**src/rtl/coupling_gain_slewer.sv**
```systemverilog
// coupling_gain_slewer: slew-limits the PAC and harmonic coupling gains toward clamped Q-format targets,
// then dwells at target before reporting a settle and latching the coupling mode.
module coupling_gain_slewer #(
    parameter int WIDTH        = 18,
    parameter int FRAC         = 14,
    parameter int STEP         = 8,
    parameter int DWELL_CYCLES = 4
) (
    input  logic                    clk,
    input  logic                    rst,
    input  logic                    clk_en,
    input  logic [1:0]              coupling_mode,
    input  logic signed [WIDTH-1:0] target_pac_gain,
    input  logic signed [WIDTH-1:0] target_harmonic_gain,
    input  logic                    freeze,
    output logic signed [WIDTH-1:0] pac_gain_out,
    output logic signed [WIDTH-1:0] harmonic_gain_out,
    output logic [1:0]              effective_mode,
    output logic                    slewing,
    output logic                    settled_pulse
);
    localparam int CW = $clog2(DWELL_CYCLES + 1);
    localparam logic signed [WIDTH-1:0] ONE      = WIDTH'(1 << FRAC);
    localparam logic signed [WIDTH-1:0] HARM_RST = WIDTH'(1 << (FRAC - 3));
    localparam logic signed [WIDTH-1:0] STEP_W   = WIDTH'(STEP);
    localparam logic signed [WIDTH:0]   STEP_S   = (WIDTH + 1)'(STEP);
    localparam logic [CW-1:0]           LAST     = CW'(DWELL_CYCLES - 1);
    typedef enum logic [1:0] {SETTLED = 2'd0, SLEWING = 2'd1, DWELL = 2'd2} state_t;
    state_t state, state_n;
    logic signed [WIDTH-1:0] pac_t, harm_t, pac_s, harm_s, pac_n, harm_n;
    logic [CW-1:0] cnt, cnt_n;
    logic tick, at_tgt, done, settle;
    function automatic logic signed [WIDTH-1:0] clamp(input logic signed [WIDTH-1:0] t);
        return t[WIDTH-1] ? '0 : (t > ONE ? ONE : t);
    endfunction
    // difference is one bit wider than the operands so it can never wrap
    function automatic logic signed [WIDTH-1:0] slew(input logic signed [WIDTH-1:0] o, input logic signed [WIDTH-1:0] t);
        logic signed [WIDTH:0] d;
        d = $signed({t[WIDTH-1], t}) - $signed({o[WIDTH-1], o});
        return d > STEP_S ? o + STEP_W : (d < -STEP_S ? o - STEP_W : t);
    endfunction
    always_comb begin
        pac_t   = clamp(target_pac_gain);
        harm_t  = clamp(target_harmonic_gain);
        pac_s   = slew(pac_gain_out, pac_t);
        harm_s  = slew(harmonic_gain_out, harm_t);
        at_tgt  = pac_gain_out == pac_t && harmonic_gain_out == harm_t;
        done    = pac_s == pac_t && harm_s == harm_t;
        tick    = clk_en && !freeze;
        state_n = state;
        pac_n   = pac_gain_out;
        harm_n  = harmonic_gain_out;
        cnt_n   = cnt;
        settle  = 1'b0;
        if (tick) begin
            case (state)
                SLEWING: begin
                    pac_n   = pac_s;
                    harm_n  = harm_s;
                    state_n = done ? DWELL : SLEWING;
                    cnt_n   = done ? '0 : cnt;
                end
                DWELL: begin
                    state_n = !at_tgt ? SLEWING : (cnt == LAST ? SETTLED : DWELL);
                    settle  = at_tgt && cnt == LAST;
                    cnt_n   = at_tgt && cnt != LAST ? cnt + 1'b1 : cnt;
                    pac_n   = at_tgt ? pac_gain_out : pac_s;
                    harm_n  = at_tgt ? harmonic_gain_out : harm_s;
                end
                default: begin
                    state_n = at_tgt ? SETTLED : SLEWING;
                    pac_n   = pac_s;
                    harm_n  = harm_s;
                end
            endcase
        end
    end
    always_ff @(posedge clk) begin
        if (rst) begin
            state             <= SETTLED;
            pac_gain_out      <= ONE;
            harmonic_gain_out <= HARM_RST;
            effective_mode    <= 2'b00;
            cnt               <= '0;
            settled_pulse     <= 1'b0;
        end else begin
            state             <= state_n;
            pac_gain_out      <= pac_n;
            harmonic_gain_out <= harm_n;
            cnt               <= cnt_n;
            settled_pulse     <= settle;
            if (settle) effective_mode <= coupling_mode;
        end
    end
    assign slewing = state == SLEWING;
endmodule

```
**config.mk**
```make
export PLATFORM = sky130hd
export DESIGN_NAME = coupling_gain_slewer
export DESIGN_NICKNAME = d
export VERILOG_FILES = /design/src/rtl/coupling_gain_slewer.sv
export SDC_FILE = /design/constraint.sdc
export NUM_CORES = 1
export LEC_CHECK = 0
export CELL_PAD_IN_SITES_DETAIL_PLACEMENT = 0
export CELL_PAD_IN_SITES_GLOBAL_PLACEMENT = 1
export CORE_MARGIN = 10
export CORE_UTILIZATION = 45
export CTS_CLUSTER_DIAMETER = 200
export CTS_CLUSTER_SIZE = 20
export DETAILED_ROUTE_END_ITERATION = 6
export GPL_ROUTABILITY_DRIVEN = 0
export GPL_TIMING_DRIVEN = 1
export PLACE_DENSITY = 0.93
export SETUP_SLACK_MARGIN = 0.05
export SYNTH_ARGS = -nofsm -noshare
export SYNTH_HDL_FRONTEND = slang
export SYNTH_SLANG_ARGS = --single-unit
```
**constraint.sdc**
```tcl
create_clock -name clk -period 13 [get_ports clk]
set_input_delay 1.95 -clock clk [delete_from_list [all_inputs] [get_ports clk]]
set_output_delay 1.95 -clock clk [all_outputs]
set_load 0.1 [all_outputs]
```
### After elaboration in Yosys (flattened, before gate mapping)

Cells that the tools add are included.
W data, S select, Z words.

| storage, ports and cells | value |
|---|---|
| register bits after elaboration | 44 |
| logic and storage cells | 61 |
| input bits | 42 |
| output and inout port bits | 40 |

| operators by class | value |
|---|---|
| equal/unequal tests | 11 |
| $add $sub $neg | 7 |
| mux-type cells | 22 |
| $lt $le $gt $ge | 6 |
| reduce and logical (&&, ||, !) cells | 9 |

Operator list:

| cell | count |
|---|---|
| $mux W18 | 8 |
| $eq A18 B18 Y1 | 4 |
| $mux W17 | 4 |
| $gt A19 B5 Y1 const B | 2 |
| $lt A19 B4 Y1 const B | 2 |
| $sub A18 B18 Y19 | 2 |
| $add A18 B5 Y18 const B | 2 |
| $gt A18 B16 Y1 const B | 2 |
| $sub A18 B5 Y18 const B | 2 |
| $mux W2 | 3 |
| $mux W3 | 2 |
| $pmux W3 S2 | 1 |
| $logic_and A1 B1 Y1 | 5 |
| $ne A2 B2 Y1 const B | 2 |
| $pmux W2 S2 | 1 |
| $reduce_and A4 Y1 | 1 |
| $add A3 B1 Y3 const B | 1 |
| $eq A3 B2 Y1 const B | 1 |
| $mux W1 | 3 |
| $ne A3 B2 Y1 const B | 1 |
| $eq A2 B1 Y1 const B | 1 |
| $eq A2 B2 Y1 const B | 1 |
| $ne A2 B1 Y1 const B | 1 |
| $reduce_and A2 Y1 | 1 |
| other kinds (2) | 2 |

### Longest topological paths before layout

Gate-level depths: netlist of run 1.

| logic depth | value |
|---|---|
| depth after elaboration | 11 |
| gate-level depth with buffers | 23 |
| depth with buffers taken out | 20 |

### Worst setup path after synthesis of run 1

No wires, ideal clock.

| path | value |
|---|---|
| kind | input -> register |
| start | input target_pac_gain[3] |
| end | register cnt[0] |
| required time | 12930 ps |
| buffers on the path | 2 |
| stages | 21 |
| setup slack | 5175 ps |
| data arrival time | 7755 ps |
| library setup time | 70 ps |
| cells stage by stage | nor4b_1 -> nand4_1 -> a211oi_2 -> clkbuf_1 -> and2_1 -> ha_1 -> nor2b_1 -> o31ai_1 -> a21oi_1 -> maj3_1 -> a311o_1 -> mux2i_1 -> or4b_2 -> buf_1 -> o21a_1 -> o2bb2ai_1 -> or4_1 -> or4_1 -> o41a_1 -> or3b_1 -> a21oi_1 |

| between the ends | value |
|---|---|
| word-level cells in the longest chain between the ends | 11 |
| elaborated cells between the ends (all ways) | 16 |
| those cells by class | 1 x add/sub; 3 x order compare; 4 x eq/ne; 4 x mux; 4 x reduce/logical |

RTL lines:

| element | RTL line | RTL |
|---|---|---|
| from (decl) | 13 | `input logic signed [WIDTH-1:0] target_pac_gain,` |
| $gt A18 B16 Y1 | 34 | `return t[WIDTH-1] ? '0 : (t > ONE ? ONE : t);` |
| $mux W17 (*) (2 in a row) | 34 |  |
| $sub A18 B18 Y19 | 39 | `d = $signed({t[WIDTH-1], t}) - $signed({o[WIDTH-1], o});` |
| $lt A19 B4 Y1 | 40 | `return d > STEP_S ? o + STEP_W : (d < -STEP_S ? o - STEP_W : t);` |
| $mux W18 (2 in a row) | 40 |  |
| $eq A18 B18 Y1 | 48 | `done = pac_s == pac_t && harm_s == harm_t;` |
| $logic_and A1 B1 Y1 | 48 |  |
| $ne A2 B1 Y1 (no source line) | - |  |
| $reduce_and A4 Y1 (no source line) (*) | - |  |
| to (signal assigned) | 90 | `cnt <= cnt_n;` |
| to (decl) | 31 | `logic [CW-1:0] cnt, cnt_n;` |

Mark *: on every way between the ends. The rest lies on a longest branch, timed or not.
A chain may end at the register's enable or synchronous reset.

### Final worst setup path of run 1

| path | value |
|---|---|
| start | input target_pac_gain[7] |
| end | register cnt[0] |

Same word-level chain as after synthesis.

==> results.yml, run 1 <==
drt:
  wl_met3_um: 2670
  drc: 0
  wire_per_inst_um: 20.42
  ant_nets: 0
  vias_per_cell: 6.629
  drtIter0Drc: 1095
  dr.max_layer_used: "met4"
  vias: 8240
  wirelength_um: 25380
  m1WireLength_um: 11530
  dr_wl_met2_um: 10710
  drtPass1Iterations: 7
worst_setup_path:
  crit_top_cell: "a21oi_1"
  worstReg2RegEnd: "cnt[0]"
  crit_type: "in2reg"
  worstPathMaxFanout: 15
  r2r_start: "harmonic_gain_out[3]"
  worstPathArrival_ps: 9240
  reg2regPathDepth: 16
  cp_slowest_cell: "a211oi_2"
  r2r_setup_slack_ps: 6640
  cpPeakStageDelay_ps: 750
  cp-end-kind: "flip-flop"
  path_cells: "clkdlybuf4s50_1, nor4_1, nand4_1, a211oi_2, nand2_1, inv_1, ha_1, or2_1, a21oi_1, a21oi_1, maj3_1, a311o_1, mux2i_1, or4b_2, o21a_1, o2bb2ai_1, or4_1, or4_1, o41a_1, or3b_1, a21oi_1"
  cp-start-kind: "input pin"
  worst-path-buf-inv: 2
  critPathTopFamily: "simple AND/OR/NAND/NOR gates"
  crit_required_ps: 13240
cells_and_area:
  multi_input_area_mm2: 0.005625
  fin_nets: 1134
  n_antenna_cell: 0
  syn2layout_area_growth_pct: 15.28
  fillers: 1529
  seqCellArea_um2: 880.8
  final_cells: 1243
  layout-drive-gt1-share: 0.04076
logic_synthesis:
  async_flop_share: 0
  yosysMostFrequentCell: "nand2_1"
  ys_types: 91
  synthCells: 1009
  yosys.area.top_type_share: 0.1276
  synth_area_leaders: "dfxtp_1 (13%), xnor2_1 (7.5%), ha_1 (6.9%)"
  synthTopCellsByCount: "nand2_1 (105), a21oi_1 (79), nor2_1 (73)"
  ys.flop_type: "dfxtp_1"
  synth_seq_cells: 44
  syn_avg_cell_area_um2: 6.843
  yosys_warnings: 0
  synth.largest_area_cell: "dfxtp_1"
  syn_area_mm2: 0.006904
  synth-edff-count: 0
  synth.yosys.seq_area_share: 0.1276
pwr:
  p_switching_uw: 310.3
  powerDensity_mw_per_mm2: 82.38
  p_leak_nw: 2.887
  combPwrFrac: 0.548
  p_int_uw: 345.4
  clockPowerShare: 0.213
  switching_share: 0.4732
  peakVddDrop_mv: 0.05190
  power_frac_seq: 0.239
clock_network:
  clock-sinks: 44
  cts_tree: "done"
  cts_made_buffers: 5
  clk_latency_ps: 310
  clockBufferDepth: 2
  cts_resized: 0
  postCtsSetupRepairBufs: 0
  h-tree-depth: 2
  holdBufCountCts: 0
  root_buffer: "clkbuf_16"
  clk_pin_slew_worst_paths_ps: 70
run_status:
  outcome: "complete, no violations"
timing:
  fin_setup_tns_ps: 0
  rsz0062_at_grt: "false"
  hold_violations: 0
  relSlewSlack: 0.3032
  whs_ps: 506.1
  max_freq_mhz: 111.1
  skew_ps: 9.877
  setup_viol: 0
  min_period_ps: 9003
  tightest_slew_ps: 1045
  slew_violations: 0
  worst_slack_ps: 3997
  finalCritPeriodShare: 0.6925
global_route:
  antenna_found_initial: 0
  grt_max_degree: 40
  grt_pass1_vias: 7323
  grt_pass1_wl_um: 40290
  grt_usage: 0.2382
  grt.overflow.total: 0
floorplan:
  start_util: 0.4558
  fp.dieArea_mm2: 0.02070
  io_pins: 82
  fp.dieW_um: 143.9
  rows: 45
  die_h_um: 143.9
  core_mm2: 0.01515
placement:
  numPortBuffers: 81
  dp.cells: 1235
  place_ws_ps: 3842
  hpwl_um: 19980
hold_path:
  holdPathStages: 2
  hold_path.class: "reg2reg"
  hp-start: "effective_mode[0]"
  hold-path-endpoint: "effective_mode[0]"
job:
  maxCapViolations: 0
worst max path at each step:
| stage | start | endpoint | slack (ps) | cells past startpoint |
|---|---|---|---|---|
| after global routing | target_pac_gain[7] | cnt[0] | 3430 | 21 |
| after detailed placement | target_pac_gain[3] | cnt[0] | 3840 | 21 |
| after floorplan | target_pac_gain[3] | cnt[0] | 5170 | 21 |
| after global placement | target_pac_gain[3] | cnt[0] | 3920 | 21 |
| after CTS | target_pac_gain[3] | cnt[0] | 4130 | 21 |
| final | target_pac_gain[7] | cnt[0] | 4000 | 21 |
registers in the layout (all words and copies together) (netlist names):
register and flops:
harmonic_gain_out 18, state 2, pac_gain_out 18, effective_mode 2, cnt 3, settled_pulse 1
power by group through the flow:
| stage | sequential (mW) | clock [mW] | combinational, mW |
|---|---|---|---|
| after detailed placement | 0.159 | 0 | 0.349 |
| final | 0.157 | 0.139 | 0.359 |
| after global placement | 0.159 | 0 | 0.349 |
| after CTS | 0.156 | 0.143 | 0.351 |
| after floorplan | 0.187 | 0 | 0.232 |
| after global routing | 0.158 | 0.147 | 0.387 |
layout make-up:
cell class | instances | share of cell area
Clock buffer | 5 | 0.01572
Sequential cell | 44 | 0.1107
Inverter | 56 | 0.02641
Clock inverter | 3 | 0.003301
Tap cell | 188 | 0.02956
Multi-Input combinational cell | 860 | 0.7068
Timing Repair Buffer | 87 | 0.1075
metal layers:
layer  vias to the layer above  track usage
met5                         -            0
met4                         0      0.05373
met3                        53      0.03630
met2                       486       0.3485
met1                      3844       0.3530
li1                       3857            -
metrics by stage:
step / total power, mW / area, um^2 / util
3_5_place_dp: 0.5081 / 7807 / 0.5155
3_3_place_gp: 0.5081 / 7807 / 0.5155
5_1_grt: 0.6930 / 7959 / 0.5255
4_1_cts: 0.6500 / 7959 / 0.5255
2_1_floorplan: 0.4189 / 6915 / -
6_report: 0.6556 / 7959 / 0.5255
worst min-delay path, delay by kind of cell, from the launching register on:
family           cells  cell delay (ps)
DFF                  1              340
muxes                1               70
and+or+nand+nor      1               70
cells in the final DEF, fill, tap and decap left out, drive strengths merged, types with 24 or more instances in the layout:
cell type	n
nand2	106
clkdlybuf4s50	81
a21oi	79
nor2	74
xnor2	60
inv	57
o21ai	54
dfxtp	44
nand3	43
ha	38
nor3	36
nor4	25
and2	24
kinds of logic (layout without fill, tap and decap cells):
| family | Yosys count | after routing | share of synthesized area |
|---|---|---|---|
| compound gates | 316 | 316 | 0.3159 |
| buf+inv | 108 | 151 | 0.05926 |
| mux | 11 | 11 | 0.01613 |
| other cells | 1 | 4 | 0.0005432 |
| xor+xnor | 83 | 83 | 0.1064 |
| simple gates | 405 | 405 | 0.3010 |
| flops | 44 | 44 | 0.1276 |
| fa+ha+maj | 41 | 41 | 0.07322 |
Power figures use the tool's default switching activity.
==> run 2: changes to the inputs <==
CORE_UTILIZATION = 38   (was 45)
PLACE_DENSITY = 0.84   (was 0.93)
clock period = 7.9 ns   (was 13 ns; I/O delays follow)
==> results.yml, run 2 (synthesized netlist as in run 1, its figures left out) <==
cells_and_area:
  final_util: 0.4567
  final_cell_mix: "nand2_1 (105), clkdlybuf4s50_1 (81), a21oi_1 (79)"
  fillers: 1875
  layout_commonest_cell: "nand2_1"
  final_cells: 1300
  largestRegisters: "harmonic_gain_out (18), pac_gain_out (18), cnt (3)"
  n_antenna_cell: 0
  layout-drive-gt1-share: 0.05696
  fin_nets: 1150
  syn2layout_area_growth_pct: 18.43
timing:
  hold_violations: 0
  finalCritPeriodShare: 0.9442
  fin_setup_tns_ps: 0
  rsz0062_at_grt: "false"
  relSlewSlack: 0.2907
  slew_violations: 0
  skew_ps: 16.75
  tightest_slew_ps: 1054
  setup_viol: 0
  max_freq_mhz: 134.1
  min_period_ps: 7459
worst_setup_path:
  r2r_start: "harmonic_gain_out[3]"
  worstSetupPathDepth: 21
  critical_path.startpoint: "target_harmonic_gain[15]"
  worst-path-buf-inv: 2
  cp-end-kind: "flip-flop"
  r2r_setup_slack_ps: 2240
  cpPeakStageDelay_ps: 630
  crit_required_ps: 8150
  cp-start-kind: "input pin"
  reg2regPathDepth: 16
  critPathTopFamily: "simple AND/OR/NAND/NOR gates"
  path_cells: "clkdlybuf4s50_1, nor4b_1, a41o_1, and2_1, nand2_1, inv_1, ha_1, nor2b_1, a41o_1, nand2b_1, a31o_2, a31oi_2, xnor2_1, or4_1, o22ai_1, nor2_1, or4_1, or4_1, o41a_1, or3b_1, a21oi_1"
  worstPathArrival_ps: 7710
  worstPathMaxFanout: 8
  crit_top_cell: "or4_1"
  crit_type: "in2reg"
  worstReg2RegEnd: "cnt[0]"
  cp_slowest_cell: "or4_1"
drt:
  drtIter0Drc: 1167
  vias: 8233
  vias_per_cell: 6.333
  wire_per_inst_um: 20.47
  wirelength_um: 26610
  drtPass1Iterations: 6
  drc: 0
  ant_nets: 0
job:
  maxCapViolations: 0
pwr:
  p_leak_nw: 2.976
  powerDensity_mw_per_mm2: 137.5
  switching_share: 0.4611
  clockPowerShare: 0.233
  p_switching_uw: 518.6
  p_int_uw: 606.1
  peakVddDrop_mv: 0.1055
  power_frac_seq: 0.229
  total_power_mw: 1.125
  combPwrFrac: 0.538
hold_path:
  hold-path-endpoint: "cnt[0]"
  hp-start: "cnt[0]"
  hold_path.class: "reg2reg"
  holdPathStages: 2
clock_network:
  root_buffer: "clkbuf_16"
  postCtsSetupRepairBufs: 0
  clk_pin_slew_worst_paths_ps: 80
  cts_tree: "done"
  clk_latency_ps: 310
  cts_made_buffers: 5
  clockBufferDepth: 2
  h-tree-depth: 2
  clock-sinks: 44
placement:
  numPortBuffers: 81
  dp.cells: 1292
  hpwl_um: 21020
floorplan:
  rows: 49
  fp.dieArea_mm2: 0.02396
  die_h_um: 154.8
  core_mm2: 0.01790
  fp.dieW_um: 154.8
  start_util: 0.3857
  io_pins: 82
global_route:
  grt_pass1_wl_um: 42070
  use_met2: 0.3134
  grtUsageMet3: 0.03189
  grt_pass1_vias: 7570
  grtUsageMet1: 0.3061
  grt_max_degree: 40
  busiest_layer: "met2"
  grt.overflow.total: 0
  antenna_found_initial: 0
  grt_usage: 0.2107
run_status:
  outcome: "complete, no violations"
run 2: timing repair:
action                                  in CTS  in global routing
hold endpoints to repair                     0                  0
endpoints found under the setup margin       0                  1
hold buffers                                 0                  0
resized for setup                            0                  4
run 2: per-stage QoR:
step                cell area [um^2]  setup slack [ps]  hold slack [ps]
finish                          8177             440.6            502.2
global route                    8177             77.27            543.0
CTS                             8150             464.9            503.8
detailed placement              7979             155.6            490.3
global placement                7979             272.9            479.6
floorplan                       6915             839.9            462.4
run 2: layer usage:
layer  wire [um]  up-vias
met2       11300      408
li1            -     3882
met1       12500     3876
met4         546        0
met5           0        -
met3        2266       67
run 2: how the worst max path moves through the flow:
stage	to	slack, ps
6_report	cnt[0]	440
3_3_place_gp	cnt[0]	270
4_1_cts	cnt[0]	460
3_5_place_dp	cnt[0]	160
5_1_grt	cnt[0]	80
2_1_floorplan	cnt[0]	840
run 2: cell type report:
| cell class | count | area (um^2) | share of cell area |
|---|---|---|---|
| clock buffers | 5 | 125.1 | 0.01530 |
| inverters | 56 | 210.2 | 0.02571 |
| multi-input cells | 860 | 5652 | 0.6912 |
| clock inverters | 3 | 46.29 | 0.005662 |
| well taps | 229 | 286.5 | 0.03504 |
| repair buffers | 103 | 975.9 | 0.1194 |
| flip-flops and latches | 44 | 880.8 | 0.1077 |
run 2: worst min-delay path: stages (launching register included):
cell	delay [ps]
dfxtp_1	330
o21ai_0	70
a21oi_1	60
run 2: power by group through the flow:
stage | registers (mW) | logic [mW] | clock network, mW
final | 0.258 | 0.606 | 0.261
after global routing | 0.260 | 0.652 | 0.272
after CTS | 0.257 | 0.589 | 0.266
after detailed placement | 0.262 | 0.586 | 0
after global placement | 0.262 | 0.587 | 0
after floorplan | 0.308 | 0.382 | 0
